`config.mk`:
```
export PLATFORM = sky130hd
export DESIGN_NAME = pwm_encoder_mixer
export DESIGN_NICKNAME = d
export VERILOG_FILES = /design/src/rtl/pwm_encoder_mixer.sv
export SDC_FILE = /design/constraint.sdc
export NUM_CORES = 1
export LEC_CHECK = 0
export BUFFER_PORTS_ARGS = -buffer_cell sky130_fd_sc_hd__buf_2
export CAP_MARGIN = 5
export CORE_MARGIN = 3
export CORE_UTILIZATION = 60
export CTS_BUF_LIST = sky130_fd_sc_hd__clkbuf_8
export DETAILED_ROUTE_END_ITERATION = 10
export GPL_ROUTABILITY_DRIVEN = 0
export PLACE_DENSITY = 0.78
export RECOVER_POWER = 100
export SLEW_MARGIN = 5
export SYNTH_ARGS = -nofsm -noshare
export SYNTH_HDL_FRONTEND = slang
export SYNTH_SLANG_ARGS = --single-unit
```
`constraint.sdc`:
```
create_clock -name clk -period 2.4 [get_ports clk]
set_clock_uncertainty 0.05 [all_clocks]
set_input_delay 0.12 -clock clk [delete_from_list [all_inputs] [get_ports clk]]
set_output_delay 0.12 -clock clk [all_outputs]
set_load 0.05 [all_outputs]
```
`src/rtl/pwm_encoder_mixer.sv`:
```
// Quadrature-encoder driven PWM mixer: each channel debounces an A/B encoder pair,
// steps its duty level per detent and drives a PWM output from one shared counter.
module pwm_encoder_mixer #(
   parameter int CHANNELS = 3,
   parameter int WIDTH    = 8,
   parameter int DEBOUNCE = 8,
   parameter int SATURATE = 1,
   parameter int STEP     = 1
) (
   input  logic                      clk,
   input  logic                      reset,
   input  logic [CHANNELS-1:0]       enc_a,
   input  logic [CHANNELS-1:0]       enc_b,
   output logic [CHANNELS-1:0]       pwm_out,
   output logic [CHANNELS*WIDTH-1:0] level,
   output logic                      period_start
);

   localparam logic [WIDTH-1:0] LEVEL_MAX = '1;
   localparam logic [WIDTH:0]   STEP_EXT  = (WIDTH+1)'(STEP);

   logic [WIDTH-1:0] counter;
   logic             load_duty;

   // NOTE: clocked state uses non-blocking assignments only, so every flop samples pre-edge values.
   always_ff @(posedge clk) begin
      if (reset) begin
         counter <= '0;
      end else begin
         counter <= counter + WIDTH'(1);
      end
   end

   assign period_start = (counter == '0);
   assign load_duty    = (counter == LEVEL_MAX);

   for (genvar i = 0; i < CHANNELS; i++) begin : g_ch
      logic                samp_a, samp_b;
      logic [DEBOUNCE-1:0] sh_a, sh_b;
      logic                deb_a, deb_b;
      logic                prev_a, prev_b;
      logic                a_rise, a_fall, b_move;
      logic                inc, dec;
      logic [WIDTH:0]      sum, diff;
      logic [WIDTH-1:0]    level_q, level_d, duty_active;

      // The capture flop is the first sample of the asynchronous pin; the window
      // then requires DEBOUNCE identical samples before the debounced phase moves.
      always_ff @(posedge clk) begin
         if (reset) begin
            samp_a <= 1'b0;
            samp_b <= 1'b0;
            sh_a   <= '0;
            sh_b   <= '0;
            deb_a  <= 1'b0;
            deb_b  <= 1'b0;
            prev_a <= 1'b0;
            prev_b <= 1'b0;
         end else begin
            samp_a <= enc_a[i];
            samp_b <= enc_b[i];
            sh_a   <= {sh_a[DEBOUNCE-2:0], samp_a};
            sh_b   <= {sh_b[DEBOUNCE-2:0], samp_b};
            if (&sh_a)       deb_a <= 1'b1;
            else if (~|sh_a) deb_a <= 1'b0;
            if (&sh_b)       deb_b <= 1'b1;
            else if (~|sh_b) deb_b <= 1'b0;
            prev_a <= deb_a;
            prev_b <= deb_b;
         end
      end

      assign a_rise = deb_a & ~prev_a;
      assign a_fall = ~deb_a & prev_a;
      assign b_move = deb_b ^ prev_b;

      // A edges count only while B is steady; simultaneous A/B moves are ignored.
      assign inc = ~b_move & ((a_rise & ~deb_b) | (a_fall & deb_b));
      assign dec = ~b_move & ((a_fall & ~deb_b) | (a_rise & deb_b));

      assign sum  = {1'b0, level_q} + STEP_EXT;
      assign diff = {1'b0, level_q} - STEP_EXT;

      // NOTE: level_d gets its default first, so no path through this block can infer a latch.
      always_comb begin
         level_d = level_q;
         if (inc) begin
            if (SATURATE != 0 && sum[WIDTH]) level_d = LEVEL_MAX;
            else                             level_d = sum[WIDTH-1:0];
         end else if (dec) begin
            if (SATURATE != 0 && diff[WIDTH]) level_d = '0;
            else                              level_d = diff[WIDTH-1:0];
         end
      end

      // The shadow only reloads at the last count, so a period is never cut short.
      always_ff @(posedge clk) begin
         if (reset) begin
            level_q     <= '0;
            duty_active <= '0;
         end else begin
            level_q <= level_d;
            if (load_duty) duty_active <= level_q;
         end
      end

      assign pwm_out[i]                = (counter < duty_active);
      assign level[i*WIDTH +: WIDTH]   = level_q;
   end

endmodule

```
==> run_results.csv, run 1 <==
group,metric,value,unit
clocking,cts_tree,"built",
cells_and_area,drive_above_1_share,8.299,%
logic_synthesis,synthTopCellsByCount,"dfxtp_1 (122), nand2_1 (79), nor2b_1 (62)",
timing,worst_pin_slew,1.039,ns
cells_and_area,fill_cells,762,
worst_hold_path,min_path_type,"in2reg",
placed_design,hpwl,8136,um
cells_and_area,syn2layout_area_growth,11.41,%
logic_synthesis,synth_top_area_share,41.85,%
grt,globalRouteTotalUtil,23.13,%
setup_path,crit_path_max_fanout,7,
cells_and_area,n_antenna_cell,0,
clocking,cts_max_level,4,
clocking,clock-sinks,122,
floorplan,die_height,104.6,um
outcome,status,"finished clean",
cells_and_area,layout.area.seq,2444,um^2
logic_synthesis,ys_async_sr_fraction,0,%
timing,rsz0062_at_grt,"false",
power,p_total,0.003922,W
grt,first_global_vias,4685,
floorplan,dieArea,10950,um^2
drt,dr.pass1.iters,5,
drt,drtAntennaViolNets,0,
timing,hold_viol,0,
logic_synthesis,synth.net_count,727,
setup_path,endpoint_kind,"output pin",
logic_synthesis,seq_area_frac_synth,41.85,%
setup_path,critical_path_class,"reg2out",
logic_synthesis,synth_edf_count,0,
drt,drt_iter0_markers,471,
floorplan,coreArea,9328,um^2
cells_and_area,multi_input_area,3050,um^2
setup_path,cp.arrival,2.07,ns
logic_synthesis,synth_warnings,0,
clocking,cts_root_buf,"clkbuf_8",
placed_design,portBuffers,35,
timing,fin_crit_sh,93.31,%
power,p_leak,2.466,nW
grt,grt_start_max_net_pins,65,
floorplan,pin_count,36,
floorplan,floorplan.rows,35,
logic_synthesis,synth-main-ff-cell,"dfxtp_1",
logic_synthesis,synth.distinct_cells,64,
logic_synthesis,yosysMostFrequentCell,"dfxtp_1",
grt,overflow,0,
drt,drc,0,
logic_synthesis,ys_ff_latch,122,
drt,vias,4945,
drt,vias_per_cell,5.723,
job,maxCapViolations,0,
power,power_density,603.3,nW/um^2
clocking,post_cts_buffers,0,
setup_path,critPathLaunchType,"flop",
timing,fin_tns_setup,0,ns
logic_synthesis,synthesis.area,5836,um^2
clocking,numCtsBuffers,17,
placed_design,dpl_worst_slack,0.2572,ns
logic_synthesis,synthCells,690,
drt,routed_wl,12190,um
timing,fin_ws,0.1606,ns
logic_synthesis,netlist_top_cells_area,"dfxtp_1 (42%), nor2b_1 (6.6%), ha_1 (6.2%)",
drt,wl_per_cell,14.11,um
logic_synthesis,syn_avg_cell_area,8.457,um^2
setup_path,crit_required,2.23,ns
cells_and_area,final_nets,759,
clocking,insertion_delay,0.43,ns
logic_synthesis,yosysTopAreaCell,"dfxtp_1",
floorplan,fp.dieW,104.6,um
clocking,clkSlewWorstSetupHoldPaths,0.08,ns
grt,grt_pass1_wl,21250,um
grt,antenna_found_initial,0,
timing,max-slew-margin-rel,30.72,%
power,ir_worst_vdd,0.4470,mV
timing,finalCriticalPeriod,2.239,ns
timing,fmax,446.6,MHz
timing,setup_violations,0,
clocking,clock_path_buffers,2,
timing,slew_violations,0,
floorplan,start_util,62.56,%
## power by group
| group | switching [W] | internal (W) | total (W) | leakage (nW) |
|---|---|---|---|---|
| registers | 0.0000167 | 0.00204 | 0.00206 | 0.987 |
| clock network | 0.000931 | 0.000755 | 0.00169 | 0.185 |
| logic | 0.000109 | 0.0000687 | 0.000178 | 1.29 |
| total | 0.00106 | 0.00287 | 0.00392 | 2.47 |
## logic make-up (layout without fill, tap and decap cells)
group                      after synthesis  count (layout)  synth area share, %
AOI/OAI and AO/OA                      150             150                16.36
adders and majority gates               29              29                6.218
buffers and inverters                   83             128                5.982
DFF                                    122             122                41.85
muxes                                    7               7                1.222
and+or+nand+nor                        287             287                26.57
xor gates and xnor gates                12              12                1.801
## sequential cells by signal, summed over array words and instances, names as in the netlist
signal	flops
g_ch.deb_a	3
g_ch.samp_b	3
g_ch.deb_b	3
g_ch.sh_a	24
g_ch.samp_a	3
g_ch.level_q	24
g_ch.duty_active	24
g_ch.sh_b	24
counter	8
g_ch.prev_b	3
g_ch.prev_a	3
## final cells by class
cell class	count	area share (%)
Sequential cell	122	37.59
Timing Repair Buffer	53	4.908
Clock buffer	17	3.599
Multi-Input combinational cell	485	46.92
Tap cell	129	2.483
Clock inverter	15	2.021
Inverter	43	2.483
## routing by layer
layer | up-vias | wire (um) | global-route usage, %
met5 | - | 0 | 0
met4 | 0 | 174 | 8.154
met3 | 19 | 607 | 4.880
met2 | 138 | 5815 | 38.42
met1 | 2286 | 5595 | 29.86
li1 | 2502 | - | -
## layout by cell type (no fill, tap or decap), types with 7 or more instances in the layout
| master | n |
|---|---|
| a211oi_1 | 9 |
| a21o_1 | 10 |
| a21oi_1 | 48 |
| a31oi_1 | 9 |
| clkbuf_1 | 25 |
| clkbuf_8 | 17 |
| dfxtp_1 | 121 |
| dlygate4sd3_1 | 11 |
| ha_1 | 29 |
| inv_1 | 42 |
| nand2_1 | 79 |
| nand2b_1 | 8 |
| nand3_1 | 26 |
| nand4_1 | 14 |
| nor2_1 | 29 |
| nor2b_1 | 62 |
| nor3_1 | 13 |
| nor4_1 | 10 |
| o21ai_0 | 33 |
| or4_1 | 10 |
| xnor2_1 | 7 |
## worst paths after layout
kind | startpoint | to | slack (ns) | cells after the start
setup / recovery | counter[0] | period_start | 0.16 | 5
hold / removal | enc_a[1] | g_ch[1].samp_a | 0.38 | 3
setup reg to reg | g_ch[2].level_q[0] | g_ch[2].level_q[5] | 0.23 | 6
hold reg to reg | g_ch[1].samp_a | g_ch[1].sh_a[0] | 0.39 | 1
## metrics by stage
stage          cell area (um^2)  cells  utilization [%]  hold WS, ns
2_1_floorplan              5842    690                -       0.1533
3_3_place_gp               6058    821            64.95       0.2816
3_5_place_dp               6058    821            64.95       0.2834
4_1_cts                    6534    864            70.05       0.3538
5_1_grt                    6501    864            69.70       0.3978
6_report                   6501    864            69.70       0.3840
## worst max-delay path, cell delays in order, from the launching register on
cell and delay (ns):
dfxtp_1 0.38, inv_1 0.09, ha_1 0.14, or4b_2 0.59, nor4_2 0.14, clkbuf_2 0.31
## timing repair
item	in CTS	in global routing
hold buffers	11	0
hold endpoints to repair	20	0
endpoints found under the setup margin	0	2
gates resized for setup	0	1
(Power assumes the default switching activity.)
==> inputs of run 2 (changes only) <==
CORE_UTILIZATION = 30   (was 60)
PLACE_DENSITY = 0.44   (was 0.78)
==> run_results.csv, run 2 (synthesis gave the netlist of run 1 again) <==
group,metric,value,unit
placed_design,portBuffers,35,
timing,setup_violations,0,
worst_hold_path,min_path_type,"in2reg",
outcome,status,"finished clean",
setup_path,worst-path-buf-inv,1,
drt,vias,4834,
cells_and_area,mostFrequentLayoutCells,"dfxtp_1 (120), nand2_1 (79), nor2b_1 (62)",
power,power.share.combinational,4.4,%
setup_path,crit_path_max_fanout,7,
power,power_frac_clock,44.4,%
clocking,insertion_delay,0.44,ns
cells_and_area,syn2layout_area_growth,14.62,%
drt,drtAntennaViolNets,0,
timing,max-slew-margin-rel,20.57,%
clocking,numCtsBuffers,17,
floorplan,floorplan.rows,50,
cells_and_area,drive_above_1_share,8.412,%
drt,drt_iter0_markers,228,
power,p_int,0.003071,W
clocking,cts_max_level,4,
job,maxCapViolations,0,
grt,antenna_found_initial,0,
timing,fmax,449.4,MHz
setup_path,crit_path_max_incr_delay,0.43,ns
power,power_density,601.9,nW/um^2
grt,grt_pass1_wl,23070,um
timing,rsz0062_at_grt,"false",
clocking,clock_path_buffers,2,
timing,finalCriticalPeriod,2.225,ns
drt,routed_wl,13500,um
timing,worst_pin_slew,1.192,ns
drt,dr.pass1.iters,5,
power,ir_worst_vdd,0.3282,mV
setup_path,cp_top_family,"compound AO/OA/AOI/OAI gates",
timing,fin_tns_setup,0,ns
cells_and_area,fill_cells,2020,
grt,first_global_vias,4654,
power,power_switching,0.0009550,W
clocking,cts_root_buf,"clkbuf_8",
power,p_leak,2.464,nW
cells_and_area,n_antenna_cell,0,
floorplan,coreArea,18890,um^2
drt,vias_per_cell,4.849,
setup_path,cp.arrival,2.05,ns
clocking,clock-sinks,122,
cells_and_area,final_common_cell,"dfxtp_1",
timing,slew_violations,0,
drt,wl_per_cell,13.54,um
clocking,post_cts_buffers,0,
clocking,cts_tree,"built",
floorplan,pin_count,36,
grt,overflow,0,
power,p_total,0.004026,W
floorplan,fp.dieW,145.5,um
power,sw_frac_of_total,23.72,%
clocking,clkSlewWorstSetupHoldPaths,0.07,ns
setup_path,crit_path_cell_trace,"ha_1 > a21o_1 > a21oi_1 > o21ai_0 > a31oi_1 > buf_2",
timing,hold_viol,0,
floorplan,start_util,30.89,%
setup_path,critPathLaunchType,"flop",
floorplan,dieArea,21160,um^2
grt,globalRouteTotalUtil,13.15,%
cells_and_area,final_nets,762,
setup_path,cpMaxStageDelayCell,"dfxtp_2",
grt,grt_start_max_net_pins,34,
setup_path,endpoint_kind,"output pin",
placed_design,hpwl,9275,um
power,seqPwrFrac,51.3,%
timing,fin_crit_sh,92.71,%
setup_path,critical_path_class,"reg2out",
drt,drc,0,
setup_path,crit_required,2.23,ns
floorplan,die_height,145.5,um
-- run 2: cell types whose count changed in the layout (fill, tap and decap cells not counted), moves of 2 or more --
cell | before | now
inv_6 | 5 | 0
clkbuf_1 | 25 | 27
dlygate4sd3_1 | 11 | 9
clkinv_4 | 2 | 0
inv_8 | 4 | 0
clkinvlp_4 | 2 | 7
buf_2 | 6 | 9
clkbuf_2 | 4 | 0
bufinv_16 | 0 | 2
clkbuf_8 | 17 | 19
buf_4 | 6 | 11
-- run 2: per-stage QoR --
stage	hold slack, ns	worst slack, ns	instance area (um^2)	std cells	util [%]
floorplan	0.1533	0.1305	5842	690	-
global placement	0.2772	0.3643	6247	957	33.07
detailed placement	0.2821	0.2936	6247	957	33.07
CTS	0.3274	0.05157	6726	997	35.60
global route	0.3505	0.01248	6689	997	35.40
finish	0.3671	0.1750	6689	997	35.40
-- run 2: final timing paths --
check | from | endpoint | slack, ns | cells past startpoint
hold / removal | enc_b[2] | g_ch[2].samp_b | 0.37 | 3
hold reg to reg | g_ch[2].samp_b | g_ch[2].sh_b[0] | 0.39 | 1
setup / recovery | counter[4] | pwm_out[0] | 0.18 | 6
setup reg to reg | g_ch[2].level_q[1] | g_ch[2].level_q[5] | 0.26 | 6
-- run 2: per-layer routing --
metal	vias to the layer above	wire length (um)	GRT usage (%)	part of all wire, %
met5	-	0	0	0
met4	0	204	5.223	1.5
met3	16	498	3.613	3.7
met2	75	6048	20.68	45
met1	2247	6747	17.17	50
li1	2496	-	-	-
-- run 2: layout make-up --
cell class | instances | area, um^2 | area share (%)
repair buffers | 56 | 319.1 | 4.770
clock buffers | 19 | 261.5 | 3.909
clock inverters | 12 | 126.4 | 1.889
inverters | 43 | 161.4 | 2.413
well taps | 260 | 325.3 | 4.863
multi-input cells | 485 | 3050 | 45.60
flip-flops and latches | 122 | 2445 | 36.55
-- run 2: power groups by stage --
stage	Sequential, W	Combinational [W]	Clock, W
after global placement	0.00211	0.000164	0
final	0.00206	0.000177	0.00179
after floorplan	0.00210	0.000127	0
after CTS	0.00206	0.000179	0.00186
after detailed placement	0.00211	0.000167	0
after global routing	0.00206	0.000196	0.00195
-- run 2: repair_timing --
action,4_1_cts,5_1_grt
endpoints found under the setup margin,1,4
endpoints found under the hold margin,12,0
hold buffers,9,0
gates resized for setup,1,3
-- run 2: tightest hold or removal path, cell delays in order --
cell and delay (ns):
dlygate4sd3_1 0.51, buf_2 0.09, nor2b_1 0.10
==> inputs of run 3 (changes only) <==
--- a/config.mk
+++ b/config.mk
@@ -16,3 +16,2 @@
 export RECOVER_POWER = 100
-export SLEW_MARGIN = 5
 export SYNTH_ARGS = -nofsm -noshare
==> constraint.sdc (replaced) <==
create_clock -name clk -period 2.4 [get_ports clk]
set_clock_uncertainty 0.05 [all_clocks]
set_input_delay 0.48 -clock clk [delete_from_list [all_inputs] [get_ports clk]]
set_output_delay 0.48 -clock clk [all_outputs]
set_load 0.05 [all_outputs]
==> run_results.csv, run 3 (synthesis gave the netlist of run 1 again) <==
group,metric,value,unit
floorplan,dieArea,21160,um^2
clocking,clock_path_buffers,2,
timing,slew_violations,0,
setup_path,crit_required,1.87,ns
setup_path,cp.arrival,1.81,ns
placed_design,hpwl,9376,um
timing,max-slew-margin-rel,51.48,%
placed_design,portBuffers,35,
setup_path,crit_end,"period_start",
timing,fmax,427.5,MHz
worst_hold_path,whs_path_depth,2,
grt,globalRouteTotalUtil,13.32,%
timing,finalCriticalPeriod,2.339,ns
floorplan,pin_count,36,
clocking,clock-sinks,122,
floorplan,coreArea,18890,um^2
grt,antenna_found_initial,0,
power,ir_worst_vdd,0.2928,mV
timing,rsz0062_at_grt,"true",
grt,overflow,0,
cells_and_area,drive_above_1_share,16.53,%
outcome,status,"finished clean",
power,power_density,600.4,nW/um^2
grt,first_global_vias,4748,
setup_path,r2r_end,"g_ch[1].level_q[2]",
timing,fin_crit_sh,97.47,%
clocking,cts_tree,"built",
drt,vias,4949,
drt,routed_wl,13850,um
setup_path,crit_path_max_fanout,6,
floorplan,die_height,145.5,um
worst_hold_path,min_path_type,"in2reg",
setup_path,endpoint_kind,"output pin",
setup_path,reg2reg_depth,5,
clocking,numCtsBuffers,17,
drt,vias_per_cell,4.959,
cells_and_area,syn2layout_area_growth,18.35,%
setup_path,r2r-start,"g_ch[1].level_q[0]",
timing,setup_violations,0,
floorplan,start_util,30.89,%
cells_and_area,final_util,36.56,%
setup_path,critPathLaunchType,"flop",
floorplan,floorplan.rows,50,
drt,drt_iter0_markers,212,
timing,worst_pin_slew,0.7278,ns
timing,hold_viol,0,
drt,dr.pass1.iters,5,
drt,drtAntennaViolNets,0,
setup_path,reg2reg_slack,0.35,ns
setup_path,crit_start,"counter[1]",
grt,grt_start_max_net_pins,68,
drt,drc,0,
cells_and_area,final_nets,763,
cells_and_area,instances_no_fill,998,
drt,wl_per_cell,13.88,um
clocking,cts_max_level,4,
clocking,cts_root_buf,"clkbuf_8",
cells_and_area,final_common_cell,"dfxtp_1",
cells_and_area,n_antenna_cell,0,
clocking,clkSlewWorstSetupHoldPaths,0.07,ns
power,p_leak,2.636,nW
setup_path,critical_path_class,"reg2out",
grt,grt_pass1_wl,23400,um
clocking,insertion_delay,0.43,ns
placed_design,dp_cells,967,
job,maxCapViolations,0,
cells_and_area,mostFrequentLayoutCells,"dfxtp_1 (115), nand2_1 (79), nor2b_1 (62)",
timing,fin_tns_setup,0,ns
floorplan,fp.dieW,145.5,um
## run 3: worst min path at each step
stage,start,to,slack [ns]
floorplan,g_ch[0].samp_a,g_ch[0].sh_a[0],0.36
global placement,g_ch[0].samp_b,g_ch[0].sh_b[0],0.37
detailed placement,g_ch[1].samp_a,g_ch[1].sh_a[0],0.38
CTS,enc_a[2],g_ch[2].samp_a,0.17
global route,enc_a[2],g_ch[2].samp_a,0.19
finish,enc_a[2],g_ch[2].samp_a,0.21
## run 3: worst max-delay path, stage by stage (launching register included)
cell,delay [ns]
dfxtp_4,0.38
inv_1,0.07
ha_1,0.13
or4b_4,0.47
nor4_4,0.15
buf_6,0.19
## run 3: cell type report
class / count / area, um^2
clock buffers: 19 / 261.5
clock inverters: 12 / 151.4
fillers: 1986 / 11990
inverters: 43 / 161.4
multi-input cells: 485 / 3178
flip-flops and latches: 122 / 2456
well taps: 260 / 325.3
repair buffers: 57 / 372.9
## run 3: metal layers
metal	wire (um)	track usage, %	up-vias
met5	0	0	-
met2	6377	21.13	80
li1	-	-	2505
met4	148	4.321	0
met1	6828	17.52	2356
met3	494	3.893	8
## run 3: report_power, final
part / internal, W / switching, W / total, W
Clock: 0.00107 / 0.000811 / 0.00188
Sequential: 0.00204 / 0.0000184 / 0.00206
Combinational: 0.0000857 / 0.000119 / 0.000205
## run 3: stage by stage
step	hold slack [ns]	worst slack, ns	power (W)	instance area [um^2]
6_report	0.2098	0.06075	0.004147	6907
5_1_grt	0.1851	-0.05088	0.004331	6907
4_1_cts	0.1689	-0.02289	0.004220	6837
3_5_place_dp	0.3752	0.2414	0.002287	6362
3_3_place_gp	0.3676	0.2534	0.002285	6362
2_1_floorplan	0.3638	0.1305	0.002236	5869
## run 3: what timing repair did
action                                  CTS  global route
resized for setup                        23            14
endpoints found under the setup margin    4             4
endpoints found under the hold margin     0             0
hold buffers                              0             0
buffers inserted                          0             0
pin swaps                                 6            12
